==> src/rtl/knn_sort_ctrl.sv <==
// knn_sort_ctrl: sequencer for the 8-entry two-nearest sort tree.
// Collects up to 8 (distance, label) pairs into a bank that drives the sort
// tree D inputs. Short queries are padded with all-ones distances so unused
// slots cannot win. After the tree latency it captures the two smallest
// addresses, looks up their labels and holds one result per query on a
// valid/ready interface.
// Ports:
//   clk, rst                      clock, async active-high reset
//   dist_valid/ready/in/last      input pair stream, lbl_in is the pair label
//   sort_D                        distance bank to sort tree
//   sort_addr1/2                  sort tree nearest / runner-up addresses
//   res_valid/ready               result handshake
//   res_addr1/2, res_label1/2     captured addresses and their labels
//   res_match                     both labels equal
//   res_pad_hit                   bit i set if addr i selects a padded slot
module knn_sort_ctrl #(
  parameter int unsigned Bit      = 8,
  parameter int unsigned LBL_W    = 2,
  parameter int unsigned SORT_LAT = 1
) (
  input  logic             clk,
  input  logic             rst,
  input  logic             dist_valid,
  output logic             dist_ready,
  input  logic [Bit-1:0]   dist_in,
  input  logic [LBL_W-1:0] lbl_in,
  input  logic             dist_last,
  output logic [Bit-1:0]   sort_D [7:0],
  input  logic [2:0]       sort_addr1,
  input  logic [2:0]       sort_addr2,
  output logic             res_valid,
  input  logic             res_ready,
  output logic [2:0]       res_addr1,
  output logic [2:0]       res_addr2,
  output logic [LBL_W-1:0] res_label1,
  output logic [LBL_W-1:0] res_label2,
  output logic             res_match,
  output logic [1:0]       res_pad_hit
);

  localparam int unsigned WaitW = $clog2(SORT_LAT + 2);

  typedef enum logic [1:0] {StLoad, StWait, StOut} state_e;

  state_e           state_q, state_d;
  logic [2:0]       cnt_q, cnt_d;
  logic [WaitW-1:0] wait_q, wait_d;
  logic [Bit-1:0]   bank_q [7:0];
  logic [Bit-1:0]   bank_d [7:0];
  logic [LBL_W-1:0] lbl_q [7:0];
  logic [LBL_W-1:0] lbl_d [7:0];
  logic [7:0]       mask_q, mask_d;
  logic [2:0]       addr1_q, addr1_d, addr2_q, addr2_d;
  logic [LBL_W-1:0] label1_q, label1_d, label2_q, label2_d;
  logic             match_q, match_d;
  logic [1:0]       pad_q, pad_d;
  logic             accept;

  // Ready is masked by rst so nothing is offered while reset is held.
  assign dist_ready = (state_q == StLoad) && !rst;
  assign accept     = dist_valid && dist_ready;

  always_comb begin
    state_d  = state_q;
    cnt_d    = cnt_q;
    wait_d   = wait_q;
    bank_d   = bank_q;
    lbl_d    = lbl_q;
    mask_d   = mask_q;
    addr1_d  = addr1_q;
    addr2_d  = addr2_q;
    label1_d = label1_q;
    label2_d = label2_q;
    match_d  = match_q;
    pad_d    = pad_q;
    unique case (state_q)
      StLoad: begin
        if (accept) begin
          bank_d[cnt_q] = dist_in;
          lbl_d[cnt_q]  = lbl_in;
          mask_d[cnt_q] = 1'b1;
          cnt_d         = cnt_q + 3'd1;
          if (cnt_q == 3'd7) begin
            state_d = StWait;
            wait_d  = WaitW'(SORT_LAT);
          end else if (dist_last) begin
            // Pad the remaining slots with the maximum distance.
            for (int i = 0; i < 8; i++) begin
              if (3'(i) > cnt_q) begin
                bank_d[i] = '1;
                lbl_d[i]  = '0;
                mask_d[i] = 1'b0;
              end
            end
            state_d = StWait;
            wait_d  = WaitW'(SORT_LAT);
          end
        end
      end
      StWait: begin
        if (wait_q == '0) begin
          addr1_d  = sort_addr1;
          addr2_d  = sort_addr2;
          label1_d = lbl_q[sort_addr1];
          label2_d = lbl_q[sort_addr2];
          match_d  = (lbl_q[sort_addr1] == lbl_q[sort_addr2]);
          pad_d    = {~mask_q[sort_addr2], ~mask_q[sort_addr1]};
          state_d  = StOut;
        end else begin
          wait_d = wait_q - 1'b1;
        end
      end
      StOut: begin
        if (res_ready) begin
          state_d = StLoad;
          cnt_d   = '0;
          mask_d  = '0;
        end
      end
      default: state_d = StLoad;
    endcase
  end

  always_ff @(posedge clk or posedge rst) begin
    if (rst) begin
      state_q  <= StLoad;
      cnt_q    <= '0;
      wait_q   <= '0;
      mask_q   <= '0;
      addr1_q  <= '0;
      addr2_q  <= '0;
      label1_q <= '0;
      label2_q <= '0;
      match_q  <= 1'b0;
      pad_q    <= '0;
      for (int i = 0; i < 8; i++) begin
        bank_q[i] <= '0;
        lbl_q[i]  <= '0;
      end
    end else begin
      state_q  <= state_d;
      cnt_q    <= cnt_d;
      wait_q   <= wait_d;
      mask_q   <= mask_d;
      addr1_q  <= addr1_d;
      addr2_q  <= addr2_d;
      label1_q <= label1_d;
      label2_q <= label2_d;
      match_q  <= match_d;
      pad_q    <= pad_d;
      for (int i = 0; i < 8; i++) begin
        bank_q[i] <= bank_d[i];
        lbl_q[i]  <= lbl_d[i];
      end
    end
  end

  always_comb begin
    for (int i = 0; i < 8; i++) sort_D[i] = bank_q[i];
  end

  assign res_valid   = (state_q == StOut);
  assign res_addr1   = addr1_q;
  assign res_addr2   = addr2_q;
  assign res_label1  = label1_q;
  assign res_label2  = label2_q;
  assign res_match   = match_q;
  assign res_pad_hit = pad_q;

endmodule

==> config.mk <==
export PLATFORM = sky130hd
export DESIGN_NAME = knn_sort_ctrl
export DESIGN_NICKNAME = d
export VERILOG_FILES = /design/src/rtl/knn_sort_ctrl.sv
export SDC_FILE = /design/constraint.sdc
export NUM_CORES = 1
export LEC_CHECK = 0
export CORE_ASPECT_RATIO = 1.1
export CORE_UTILIZATION = 52
export DETAILED_ROUTE_END_ITERATION = 12
export GPL_ROUTABILITY_DRIVEN = 1
export PLACE_DENSITY = 0.8
export SETUP_SLACK_MARGIN = 0.2
export SLEW_MARGIN = 15
export SYNTH_ARGS = -nofsm -noshare
export SYNTH_HDL_FRONTEND = slang
export SYNTH_SLANG_ARGS = --single-unit
==> constraint.sdc <==
create_clock -name clk -period 4.31 [get_ports clk]
set_input_delay 0.862 -clock clk [delete_from_list [all_inputs] [get_ports clk]]
set_output_delay 0.862 -clock clk [all_outputs]
set_load 0.1 [all_outputs]
== Word-level counts from Yosys, hierarchy flattened ==
Cells that the tools add are included.

* Bits of input ports: 21
* Output and inout bits: 79
* Bits in latches: 0
* Memories kept: 0
* Bits in registers: 108
* Logic and storage cells: 125
* RAM bits: 0
* Memory bits (read-only): 0

* Bitwise operators: 3
* Multiplexer cells: 60
* Reduce and logical (&&, ||, !) cells: 13
* Equal/unequal tests: 9
* Div/mod/pow operators: 0
* Add/sub/neg operators: 2
* Shifts and indexed selects: 0
* Order comparisons: 12
* Multipliers: 0

{| class="wikitable"
|+ Operator list
! operator !! number
|-
| $mux W64 || 2
|-
| $mux W8 || 13
|-
| $bwmux W64 || 1
|-
| $mux W2 || 17
|-
| $mux W16 || 2
|-
| $demux W8 S3 || 1
|-
| $bwmux W16 || 1
|-
| $pmux W8 S2 || 1
|-
| $bmux W2 S3 || 2
|-
| $gt A3 B3 Y1 const A || 4
|-
| $lt A3 B4 Y1 const B || 3
|-
| $mux W1 || 11
|-
| $or A8 B8 Y8 || 1
|-
| $reduce_and A4 Y1 || 2
|-
| $bmux W1 S3 || 2
|-
| $demux W2 S3 || 1
|-
| $gt A1 B3 Y1 const A || 2
|-
| $gt A2 B3 Y1 const A || 2
|-
| $mux W3 || 2
|-
| $ne A2 B2 Y1 const B || 3
|-
| $pmux W2 S3 || 1
|-
| $pmux W3 S2 || 1
|-
| $logic_not A2 Y1 || 2
|-
| $pmux W2 S2 || 1
|-
| other kinds (16) || 21
|}

== Depth between registers and ports, before layout ==
* Depth after elaboration: 10
* Depth in mapped cells: 7
* Depth with buffers taken out: 6

== Worst setup path before layout ==
OpenSTA, ideal clock, no wires.

* Kind: input-to-output
* From: input rst
* To: output dist_ready
* Setup slack: 559 ps
* Arrival time: 2889 ps
* Buffers on the path: 0
* Cell stages on the path: 1
* Path through: nor3_1

* Longest elaborated chain between the ends: 2

{| class="wikitable"
|+ Ends and longest elaborated chain
! element !! RTL line !! source
|-
| start, declared || 22 || <nowiki>input logic rst,</nowiki>
|-
| $logic_not A1 Y1 (no line) || -- ||
|-
| $logic_and A1 B1 Y1 || 60 || <nowiki>assign dist_ready = (state_q == StLoad) && !rst;</nowiki>
|-
| end, declared || 24 || <nowiki>output logic dist_ready,</nowiki>
|}

Every way passes these cells.

== Worst setup path after layout ==
* From: register state_q[0]
* To: output res_valid

* Longest elaborated chain between the ends: 1

{| class="wikitable"
|+ Ends and longest elaborated chain
! element !! RTL line !! source
|-
| start, declared || 45 || <nowiki>state_e state_q, state_d;</nowiki>
|-
| start signal, assigned || 126 || <nowiki>state_q <= StLoad;</nowiki>
|-
| start signal, assigned || 141 || <nowiki>state_q <= state_d;</nowiki>
|-
| $eq A2 B2 Y1 || 162 || <nowiki>assign res_valid = (state_q == StOut);</nowiki>
|-
| end, declared || 31 || <nowiki>output logic res_valid,</nowiki>
|}

Every way passes these cells.

==> impl_metrics.json <==
{
  "worst_clock_skew_ps": 15.4,
  "syn_to_final_growth_pct": 24.1,
  "tightest_slew_ps": 1030,
  "dr.pass1.iters": 5,
  "drv_cap": 0,
  "coreArea_sq_um": 9350,
  "grt_pass1_wl_um": 20600,
  "routedWlPerCell_um": 18.3,
  "clk_pin_slew_worst_paths_ps": 100,
  "fp.dieH_um": 105,
  "hold_path_class": "reg -> reg",
  "arrival_ps": 2500,
  "routed_wl_um": 12700,
  "crit_path_max_incr_delay_ps": 1170,
  "crit_family": "buffers and inverters",
  "synth_top_family_by_area": "simple AND/OR/NAND/NOR gates",
  "portBuffers": 99,
  "antenna_found_initial": 0,
  "ys.warnings.count": 0,
  "io_pins": 100,
  "synth_area_per_cell_sq_um": 10.3,
  "postCtsHoldBufs": 0,
  "drive_gt1_share_pct": 8.51,
  "async_flop_share_pct": 100,
  "grt-ovfl-total": 0,
  "drt_iter0_markers": 278,
  "final_cells": 693,
  "place_congestion": 0.859,
  "antenna_cells": 0,
  "clk_latency_ps": 380,
  "multi_input_area_sq_um": 2130,
  "fin_tns_setup_ps": 0,
  "setup_slack_ps": 949,
  "ff_latch_area_sq_um": 2700,
  "synth_fa_ha_area_share_pct": 1.25,
  "synth_cell_types": 41,
  "critPathBufInv": 2,
  "fmax_ghz": 0.298,
  "pre_cts_ws_ps": 1080,
  "hpwl_um": 8980,
  "cp-start-kind": "register",
  "layout.nets": 597,
  "route.detailed.drc": 0,
  "grt_pass1_vias": 4059,
  "synthSimpleGateAreaFrac_pct": 20.0,
  "h-tree-depth": 3,
  "post-place-cells": 677,
  "synth_edf_count": 0,
  "crit_slowest_cell": "clkdlybuf4s50_1",
  "grt_start_max_net_pins": 71,
  "synthMuxAreaShare_pct": 14.8,
  "synth_compound_area_share_pct": 5.99,
  "worstSetupEndpointType": "output pin",
  "nFillCells": 732,
  "status": "finished, final reports clean",
  "crit_fanout": 9,
  "layout_min_cycle_time_ps": 3360,
  "required_ps": 3450,
  "synth.cell_area_sq_um": 5020,
  "cts_tree": "built",
  "cts_resized": 0,
  "ys_ff_latch": 108,
  "fp-row-count": 37,
  "hold_viol_final": 0,
  "initial_utilization_pct": 53.6,
  "synth_xor_area_share_pct": 0.349,
  "setup_violations": 0,
  "crit_chain": "nand2b_1 > inv_1 > clkdlybuf4s50_1",
  "vias": 4047,
  "drv_slew": 0,
  "cts_setup_buffers": 0,
  "antenna_left": 0,
  "die-area_sq_um": 10000,
  "timing.final.crit_share_pct": 78.0,
  "syn_inst": 489,
  "seq_area_frac_synth_pct": 53.9,
  "synthFlopType": "dfrtp_1",
  "fp.dieW_um": 95.6,
  "cts_root_buf": "clkbuf_8",
  "cts.sinks": 108,
  "cts_buffers": 9,
  "slew_headroom_pct": 31.4,
  "grt_usage_pct": 27.4,
  "syn_nets": 515,
  "path_class": "reg -> out",
  "vias_per_cell": 5.84,
  "rsz0062_at_grt": "false",
  "clockBufferDepth": 2
}
## worst min-delay path, stage by stage, from the launching register on
cell and delay (ps):
dfrtp_1 350, nand2_1 50, o21ai_0 60
## metal layers
layer,vias up,part of all wire [%],track usage (%)
met3,32,10,9.53
met1,1990,40,36.3
met4,0,2.4,10.0
met2,189,47,41.7
met5,-,0,0
li1,1836,-,-
## cells in the mapped netlist, types with 2 or more instances
library cell	instances	share of area, %
nand2_1	144	11
dfrtp_1	108	54
nand3_1	42	4.2
mux2i_1	38	7.6
a21oi_1	22	2.2
o21ai_0	15	1.5
clkbuf_1	12	0.90
mux4_2	12	5.4
buf_1	9	0.67
buf_2	9	0.90
nor2_1	9	0.67
inv_1	8	0.60
mux2_2	8	1.8
ha_1	5	1.2
a21o_1	3	0.45
buf_6	3	0.67
nand2b_1	3	0.37
nor3_1	3	0.30
nor3_2	3	0.60
or3_1	3	0.37
a31oi_1	2	0.25
a41oi_1	2	0.35
nand4_1	2	0.25
nor2b_1	2	0.25
nor3b_1	2	0.30
o21a_1	2	0.30
o31ai_1	2	0.30
or3b_2	2	0.35
xor2_1	2	0.35
## flip-flops by register name, indices dropped and copies added (netlist names)
signal       flops
sort_D          64
lbl_q           16
mask_q           8
cnt_q            3
res_addr1        3
res_addr2        3
res_label1       2
res_label2       2
res_pad_hit      2
state_q          2
wait_q           2
res_match        1
## cells in the final DEF, fill, tap and decap left out, types with 3 or more instances in the layout
cell             netlist  routed
clkbuf_1              12       3
buf_4                  0       6
nand2b_1               3       3
nand2_1              144     144
a21o_1                 3       3
nor3_2                 3       3
clkbuf_8               0      10
mux2i_1               38      38
ha_1                   5       5
nor3_1                 3       3
a21oi_1               22      22
clkdlybuf4s50_1        0      98
mux4_2                12      12
o21ai_0               15      15
nand3_1               42      42
inv_1                  8       7
nor2_1                 9       9
or3_1                  3       3
dfrtp_1              108     108
mux2_2                 8       8
## through the flow
stage                     hold WS [ps]  area, sq um  utilization (%)
after floorplan                    456         5020                -
after global placement             460         6030             64.5
after detailed placement           470         6030             64.5
after CTS                          492         6230             66.6
after global routing               534         6230             66.6
final                              485         6230             66.6
## cell families after synthesis
family | Yosys count
xor+xnor | 2
compound gates | 52
flops | 108
buf+inv | 41
simple gates | 223
fa+ha+maj | 5
mux | 58
## path summary, 6_finish.rpt
check / start / end / slack, ps / depth (start not counted)
hold reg to reg: res_label1[0] / res_label1[0] / 490 / 2
setup / recovery: state_q[0] / res_valid / 950 / 3
max in group asynchronous: rst / cnt_q[0] / 2380 / 3
hold / removal: res_label1[0] / res_label1[0] / 490 / 2
min in group asynchronous: rst / mask_q[1] / 1120 / 2
setup reg to reg: state_q[1] / mask_q[3] / 1890 / 4
## final cells by class
type | instances | area share, %
repair buffers | 104 | 16.5
clock inverters | 3 | 0.703
flip-flops and latches | 108 | 43.4
well taps | 117 | 2.35
inverters | 8 | 0.523
clock buffers | 13 | 2.39
multi-input cells | 340 | 34.1
Power is left out: the tool's default activity adds up to more than one toggle a clock period on the data nets, which glitch-free logic cannot reach.
